`src/rtl/exu_muldiv.sv`:
```
// Purpose : RV32M multiply/divide unit beside the EX-stage ALU; stalls EX while an op is in flight.
// Latency : MUL* MUL_LAT+1 cycles, DIV*/REM* XLEN+1 cycles, divide-by-zero/overflow 1 cycle.
// Backpr. : no result backpressure; o_ex_stall holds the pipeline until the single-cycle o_valid pulse.
//
// Ports:
//   clk, rst          clock, synchronous active-high reset
//   i_valid           M-extension op present in EX (held while o_ex_stall)
//   i_funct3          0 MUL,1 MULH,2 MULHSU,3 MULHU,4 DIV,5 DIVU,6 REM,7 REMU
//   i_src1, i_src2    forwarded operands
//   i_rd_addr         destination register
//   i_flush           kill any in-flight op
//   o_ex_stall        combinational stall to IF/ID/EX
//   o_valid           single-cycle result pulse
//   o_result          result, held outside the valid cycle
//   o_rd_addr         rd of the completing op, held outside the valid cycle
//   o_busy            registered, unit not idle
module exu_muldiv #(
    parameter int XLEN    = 32,
    parameter int MUL_LAT = 2
) (
    input  logic            clk,
    input  logic            rst,
    input  logic            i_valid,
    input  logic [2:0]      i_funct3,
    input  logic [XLEN-1:0] i_src1,
    input  logic [XLEN-1:0] i_src2,
    input  logic [4:0]      i_rd_addr,
    input  logic            i_flush,
    output logic            o_ex_stall,
    output logic            o_valid,
    output logic [XLEN-1:0] o_result,
    output logic [4:0]      o_rd_addr,
    output logic            o_busy
);

    localparam int CMAX = (XLEN > MUL_LAT) ? XLEN : MUL_LAT;
    localparam int CW   = (CMAX > 1) ? $clog2(CMAX) : 1;
    localparam logic [XLEN-1:0] MIN_NEG = {1'b1, {(XLEN-1){1'b0}}};

    typedef enum logic [1:0] {
        S_IDLE = 2'd0,
        S_MUL  = 2'd1,
        S_DIV  = 2'd2,
        S_DONE = 2'd3
    } state_t;

    state_t state, state_nxt;

    logic [CW-1:0]   cnt;
    logic [1:0]      op_q;      // funct3[1:0]; funct3[2] is captured by the state itself
    logic [4:0]      rd_q;
    logic [XLEN-1:0] src1_q;
    logic [XLEN-1:0] src2_q;
    logic [XLEN-1:0] quo_q;     // dividend magnitude shifting out, quotient bits shifting in
    logic [XLEN-1:0] rem_q;     // partial remainder
    logic [XLEN-1:0] dvs_q;     // divisor magnitude
    logic            busy_q;

    // ---------------- accept-side decode ----------------
    logic            accept;
    logic            is_div_in;
    logic            sgn_in;
    logic            div_zero_in;
    logic            div_ovf_in;
    logic            special_in;
    logic [XLEN-1:0] special_res;
    logic [XLEN-1:0] dvd_mag_in;
    logic [XLEN-1:0] dvs_mag_in;

    always_comb begin
        accept      = i_valid && (state == S_IDLE) && !i_flush;
        is_div_in   = i_funct3[2];
        sgn_in      = !i_funct3[0];
        div_zero_in = (i_src2 == '0);
        div_ovf_in  = sgn_in && (i_src1 == MIN_NEG) && (i_src2 == '1);
        special_in  = is_div_in && (div_zero_in || div_ovf_in);
        // funct3[1] selects remainder for the divide group
        if (i_funct3[1])
            special_res = div_zero_in ? i_src1 : '0;
        else
            special_res = div_zero_in ? '1 : i_src1;
        dvd_mag_in = (sgn_in && i_src1[XLEN-1]) ? (-i_src1) : i_src1;
        dvs_mag_in = (sgn_in && i_src2[XLEN-1]) ? (-i_src2) : i_src2;
    end

    // ---------------- multiply ----------------
    logic            mul_a_sgn;
    logic            mul_b_sgn;
    logic [2*XLEN-1:0] mul_a;
    logic [2*XLEN-1:0] mul_b;
    logic [2*XLEN-1:0] prod;
    logic [XLEN-1:0] mul_res;

    always_comb begin
        mul_a_sgn = (op_q == 2'd1) || (op_q == 2'd2);   // MULH, MULHSU
        mul_b_sgn = (op_q == 2'd1);                     // MULH only
        mul_a     = {{XLEN{mul_a_sgn & src1_q[XLEN-1]}}, src1_q};
        mul_b     = {{XLEN{mul_b_sgn & src2_q[XLEN-1]}}, src2_q};
        // Truncated 2*XLEN product of sign-extended operands is exact for all four ops
        prod      = mul_a * mul_b;
        mul_res   = (op_q == 2'd0) ? prod[XLEN-1:0] : prod[2*XLEN-1:XLEN];
    end

    // ---------------- restoring divide step ----------------
    logic [XLEN:0]   rem_sh;
    logic [XLEN:0]   rem_diff;
    logic [XLEN-1:0] rem_nxt;
    logic [XLEN-1:0] quo_nxt;
    logic            div_sgn;
    logic            neg_q;
    logic            neg_r;
    logic [XLEN-1:0] div_res;

    always_comb begin
        rem_sh   = {rem_q, quo_q[XLEN-1]};
        rem_diff = rem_sh - {1'b0, dvs_q};
        // Borrow out of the extra top bit means the trial subtract went negative: restore
        if (!rem_diff[XLEN]) begin
            rem_nxt = rem_diff[XLEN-1:0];
            quo_nxt = {quo_q[XLEN-2:0], 1'b1};
        end else begin
            rem_nxt = rem_sh[XLEN-1:0];
            quo_nxt = {quo_q[XLEN-2:0], 1'b0};
        end
        div_sgn = !op_q[0];
        neg_q   = div_sgn && (src1_q[XLEN-1] ^ src2_q[XLEN-1]);
        neg_r   = div_sgn && src1_q[XLEN-1];
        if (op_q[1])
            div_res = neg_r ? (-rem_nxt) : rem_nxt;
        else
            div_res = neg_q ? (-quo_nxt) : quo_nxt;
    end

    // ---------------- FSM ----------------
    always_ff @(posedge clk) begin
        if (rst) state <= S_IDLE;
        else     state <= state_nxt;
    end

    always_comb begin
        state_nxt = state;
        case (state)
            S_IDLE: begin
                if (accept) begin
                    if (!is_div_in)     state_nxt = S_MUL;
                    else if (special_in) state_nxt = S_DONE;
                    else                 state_nxt = S_DIV;
                end
            end
            S_MUL:   if (cnt == '0) state_nxt = S_DONE;
            S_DIV:   if (cnt == '0) state_nxt = S_DONE;
            S_DONE:  state_nxt = S_IDLE;
            default: state_nxt = S_IDLE;
        endcase
        if (i_flush) state_nxt = S_IDLE;
    end

    // ---------------- datapath registers ----------------
    always_ff @(posedge clk) begin
        if (rst) begin
            cnt       <= '0;
            op_q      <= '0;
            rd_q      <= '0;
            src1_q    <= '0;
            src2_q    <= '0;
            quo_q     <= '0;
            rem_q     <= '0;
            dvs_q     <= '0;
            busy_q    <= 1'b0;
            o_result  <= '0;
            o_rd_addr <= '0;
        end else begin
            busy_q <= (state_nxt != S_IDLE);
            if (accept) begin
                op_q   <= i_funct3[1:0];
                rd_q   <= i_rd_addr;
                src1_q <= i_src1;
                src2_q <= i_src2;
                quo_q  <= dvd_mag_in;
                rem_q  <= '0;
                dvs_q  <= dvs_mag_in;
                cnt    <= is_div_in ? CW'(XLEN-1) : CW'(MUL_LAT-1);
                if (special_in) begin
                    o_result  <= special_res;
                    o_rd_addr <= i_rd_addr;
                end
            end else if (!i_flush && (state == S_MUL)) begin
                if (cnt == '0) begin
                    o_result  <= mul_res;
                    o_rd_addr <= rd_q;
                end else begin
                    cnt <= cnt - 1'b1;
                end
            end else if (!i_flush && (state == S_DIV)) begin
                rem_q <= rem_nxt;
                quo_q <= quo_nxt;
                if (cnt == '0) begin
                    o_result  <= div_res;
                    o_rd_addr <= rd_q;
                end else begin
                    cnt <= cnt - 1'b1;
                end
            end
        end
    end

    // ---------------- outputs ----------------
    assign o_ex_stall = accept || (state == S_MUL) || (state == S_DIV);
    assign o_valid    = (state == S_DONE);
    assign o_busy     = busy_q;

endmodule

```
`config.mk`:
```
export PLATFORM = sky130hd
export DESIGN_NAME = exu_muldiv
export DESIGN_NICKNAME = d
export VERILOG_FILES = /design/src/rtl/exu_muldiv.sv
export SDC_FILE = /design/constraint.sdc
export NUM_CORES = 2
export LEC_CHECK = 0
export BUFFER_PORTS_ARGS = -buffer_cell sky130_fd_sc_hd__buf_4
export CAP_MARGIN = 15
export CORE_MARGIN = 2
export CORE_UTILIZATION = 58
export DETAILED_ROUTE_END_ITERATION = 16
export PLACE_DENSITY = 0.89
export RECOVER_POWER = 100
export SYNTH_ARGS = -nofsm -noshare
export SYNTH_HDL_FRONTEND = slang
export SYNTH_SLANG_ARGS = --single-unit
```
`constraint.sdc`:
```
create_clock -name clk -period 8.33 [get_ports clk]
set_input_delay 1.2495 -clock clk [delete_from_list [all_inputs] [get_ports clk]]
set_output_delay 1.2495 -clock clk [all_outputs]
set_load 0.02 [all_outputs]
```
==> load_flow_metrics.sql <==
INSERT INTO impl_metrics (metric_group, metric, value, unit) VALUES
('critical_path', 'cp_max_fo', '13', ''),
('min_path', 'worst_hold_path_endpoint', 'src2_q[23]', ''),
('routing', 'finalWirelength', '174000', 'um'),
('final_layout', 'final_net_count', '7880', ''),
('place', 'detailedPlacementHpwl', '135000', 'um'),
('routing', 'remaining_routing_drc_violations', '0', ''),
('cts', 'cts.sinks', '211', ''),
('global_route', 'overflow', '0', ''),
('cts', 'tritoncts', 'built', ''),
('cts', 'cts_made_buffers', '24', ''),
('critical_path', 'worst_path_largest_cell_delay', '0.63', 'ns'),
('routing', 'wl_per_cell', '22.9', 'um'),
('cts', 'cts_hold_buf', '0', ''),
('global_route', 'grt_antenna_before_repair', '19', ''),
('timing', 'max_slew_violations', '27', ''),
('synth', 'synth-seq-area-share', '0.0802', ''),
('synth', 'ys_top_cells_by_area', 'fa_1, inv_1, dfxtp_1', ''),
('cts', 'clk_latency', '0.57', 'ns'),
('critical_path', 'rr_endpoint', 'o_result[13]', ''),
('timing', 'clock-skew-final', '0.0153', 'ns'),
('die', 'initial_core_util', '0.585', ''),
('timing', 'number_of_endpoints_with_negative_hold_slack_in_the_final_report', '0', ''),
('timing', 'timing_worst_slew_pin_value', '1.64', 'ns'),
('critical_path', 'crit_cells', '34', ''),
('die', 'floorplan.core_area', '90000', 'um2'),
('critical_path', 'reg2reg_depth', '34', ''),
('critical_path', 'slowest_stage', 'fa_1', ''),
('synth', 'yosys.area.top_type', 'fa_1', ''),
('min_path', 'hold_path_startpoint', 'src2_q[23]', ''),
('die', 'die-width', '305', 'um'),
('timing', 'rsz0062_at_grt', 'yes', ''),
('synth', 'synth_seq_cells', '211', ''),
('synth', 'synth_commonest_cells', 'inv_1, fa_1, nand2_1', ''),
('place', 'io_buffer_count', '115', ''),
('synth', 'synth_edf_count', '0', ''),
('critical_path', 'endpoint_kind', 'flop', ''),
('synth', 'synth.yosys.warnings', '0', ''),
('die', 'top_level_i_o_count', '116', ''),
('synth', 'synth-async-reset-ratio', '0', ''),
('final_layout', 'area_delta_synth_final', '10.8', '%'),
('critical_path', 'worst-endpoint-arrival', '8.95', 'ns'),
('critical_path', 'regToRegStartpoint', 'op_q[1]', ''),
('final_layout', 'layout-drive-gt1-share', '0.102', ''),
('synth', 'synth_fp_nets', '7774', ''),
('die', 'die_height', '305', 'um'),
('synth', 'ys_types', '90', ''),
('job', 'max_cap_viols', '1', ''),
('critical_path', 'path_delay_family', 'adder cells', ''),
('run_status', 'violations', 'max-capacitance violations, max-slew violations, negative setup slack', ''),
('timing', 'clock.fmax', '0.118', 'GHz'),
('min_path', 'whs_path_depth', '2', ''),
('die', 'row_count', '110', ''),
('final_layout', 'finalCoreUtilization', '0.648', ''),
('routing', 'drt-vias-per-instance', '6.20', ''),
('synth', 'syn-mean-instance-area', '8.34', 'um2'),
('critical_path', 'timing.critical_path.from_type', 'flop', ''),
('timing', 'setup-violations-final', '6', ''),
('timing', 'timing.final.crit_period', '8.46', 'ns'),
('synth', 'postSynth.topFlopCell', 'dfxtp_1', ''),
('synth', 'synthesis.instances', '6314', ''),
('routing', 'route.vias.total', '47290', ''),
('critical_path', 'timing.setup.critical_path_class', 'reg -> reg', ''),
('routing', 'antenna_left', '0', ''),
('global_route', 'grt_pass1_wl', '268000', 'um'),
('pwr', 'powerDensity', '73.8', 'nW/um2'),
('run_status', 'run_status', 'complete, but fails checks', ''),
('critical_path', 'path_common_cell', 'buf_4', ''),
('cts', 'clock_slew_at_reported_path_ffs', '0.07', 'ns'),
('min_path', 'timing.hold.worst.class', 'reg -> reg', ''),
('routing', 'dr.first_iter.drc_count', '5982', ''),
('timing', 'final_setup_margin', '-0.133', 'ns');
==> per-stage QoR <==
stage          worst slack [ns]  cells  TNS [ns]  hold WS, ns  total power, mW
2_1_floorplan          0.000499   6314         0        0.454             2.25
3_3_place_gp            -0.0500   7527   -0.0550        0.451             2.91
3_5_place_dp             -0.202   7527     -1.02        0.462             2.97
4_1_cts                 -0.0229   7581   -0.0229        0.471             4.14
5_1_grt                  -0.341   7625     -2.72        0.511             4.46
6_report                 -0.133   7629    -0.428        0.472             4.30
==> timing repair <==
item / 4_1_cts / 5_1_grt
pin swaps: 14 / 104
gates cloned: 0 / 1
buffers inserted: 10 / 32
gates resized for setup: 18 / 126
endpoints found under the setup margin: 13 / 24
==> how the worst max path moves through the flow <==
stage	start	endpoint
finish	op_q[1]	o_result[13]
global route	op_q[0]	o_result[23]
CTS	op_q[1]	o_result[27]
detailed placement	op_q[0]	o_result[27]
global placement	op_q[1]	o_result[27]
floorplan	op_q[1]	o_result[27]
==> cell families (layout without fill, tap and decap cells) <==
logic type                 Yosys count  in the layout  synth area share
muxes                               33             33           0.00635
AOI/OAI and AO/OA                  811            811            0.0995
and+or+nand+nor                   2026           2026             0.172
adders and majority gates         1386           1386             0.490
DFF                                211            211            0.0802
other                                0             15                 0
xor gates and xnor gates           208            208            0.0346
buffers and inverters             1639           1763             0.117
==> cell type report <==
type	instances	area (um2)
fill	6710	31700
timing repair buffer	458	4260
inverter	1261	4750
multi-input combinational	4464	42700
sequential	211	4240
clock buffer	30	653
tap	1176	1470
clock inverter	14	195
antenna	15	37.5
==> cells in the final DEF, fill, tap and decap left out, types with 13 or more instances in the layout <==
| cell type | Yosys | routed |
|---|---|---|
| a211oi_1 | 81 | 79 |
| a21o_1 | 46 | 45 |
| a21oi_1 | 278 | 266 |
| a311oi_1 | 38 | 36 |
| a31oi_1 | 24 | 24 |
| and2_1 | 283 | 279 |
| and3_1 | 35 | 31 |
| buf_12 | 0 | 60 |
| buf_4 | 0 | 380 |
| buf_6 | 0 | 14 |
| clkbuf_16 | 0 | 25 |
| dfxtp_1 | 211 | 205 |
| diode_2 | 0 | 15 |
| fa_1 | 1126 | 1108 |
| fa_2 | 0 | 18 |
| ha_1 | 258 | 242 |
| ha_4 | 0 | 13 |
| inv_1 | 1258 | 1231 |
| inv_2 | 2 | 25 |
| mux2i_1 | 30 | 30 |
| nand2_1 | 1118 | 1111 |
| nand2b_1 | 24 | 24 |
| nand3_1 | 46 | 46 |
| nand4_1 | 20 | 20 |
| nor2_1 | 301 | 300 |
| nor2b_1 | 17 | 17 |
| nor3_1 | 76 | 75 |
| nor4_1 | 16 | 14 |
| o211ai_1 | 35 | 35 |
| o21a_1 | 23 | 23 |
| o21ai_0 | 136 | 129 |
| o31ai_1 | 29 | 28 |
| or2_2 | 17 | 15 |
| or3_1 | 22 | 21 |
| xnor2_1 | 115 | 115 |
| xor2_1 | 93 | 92 |
==> where the power goes <==
part | internal (mW) | switching (mW) | leakage, nW
clock | 0.685 | 0.500 | 0.405
combinational | 0.726 | 1.27 | 24.6
sequential | 1.06 | 0.0607 | 1.72
total | 2.47 | 1.84 | 26.7
==> sequential cells by signal, indices dropped and copies added (netlist names) <==
signal     cells
rem_q         32
state          2
src2_q        32
o_result      32
quo_q         32
src1_q        32
rd_q           5
op_q           2
o_busy         1
o_rd_addr      5
cnt            5
dvs_q         31
==> routing by layer <==
layer  vias to the layer above  wire [um]  global-route usage  part of all wire
li1                      19476          -                   -                 -
met1                     22913      57100               0.439              0.33
met2                      3664      78100               0.579              0.45
met3                      1229      22300              0.0994              0.13
met4                         8      16800               0.269             0.096
met5                         -        112                   0           0.00064
==> tightest hold or removal path, delay by kind of cell, from the launching register on <==
family / cells / cell delay [ns]
flip-flops: 1 / 0.31
AO/OA/AOI/OAI: 1 / 0.06
AND/OR/NAND/NOR: 1 / 0.05
(Power assumes the default switching activity.)
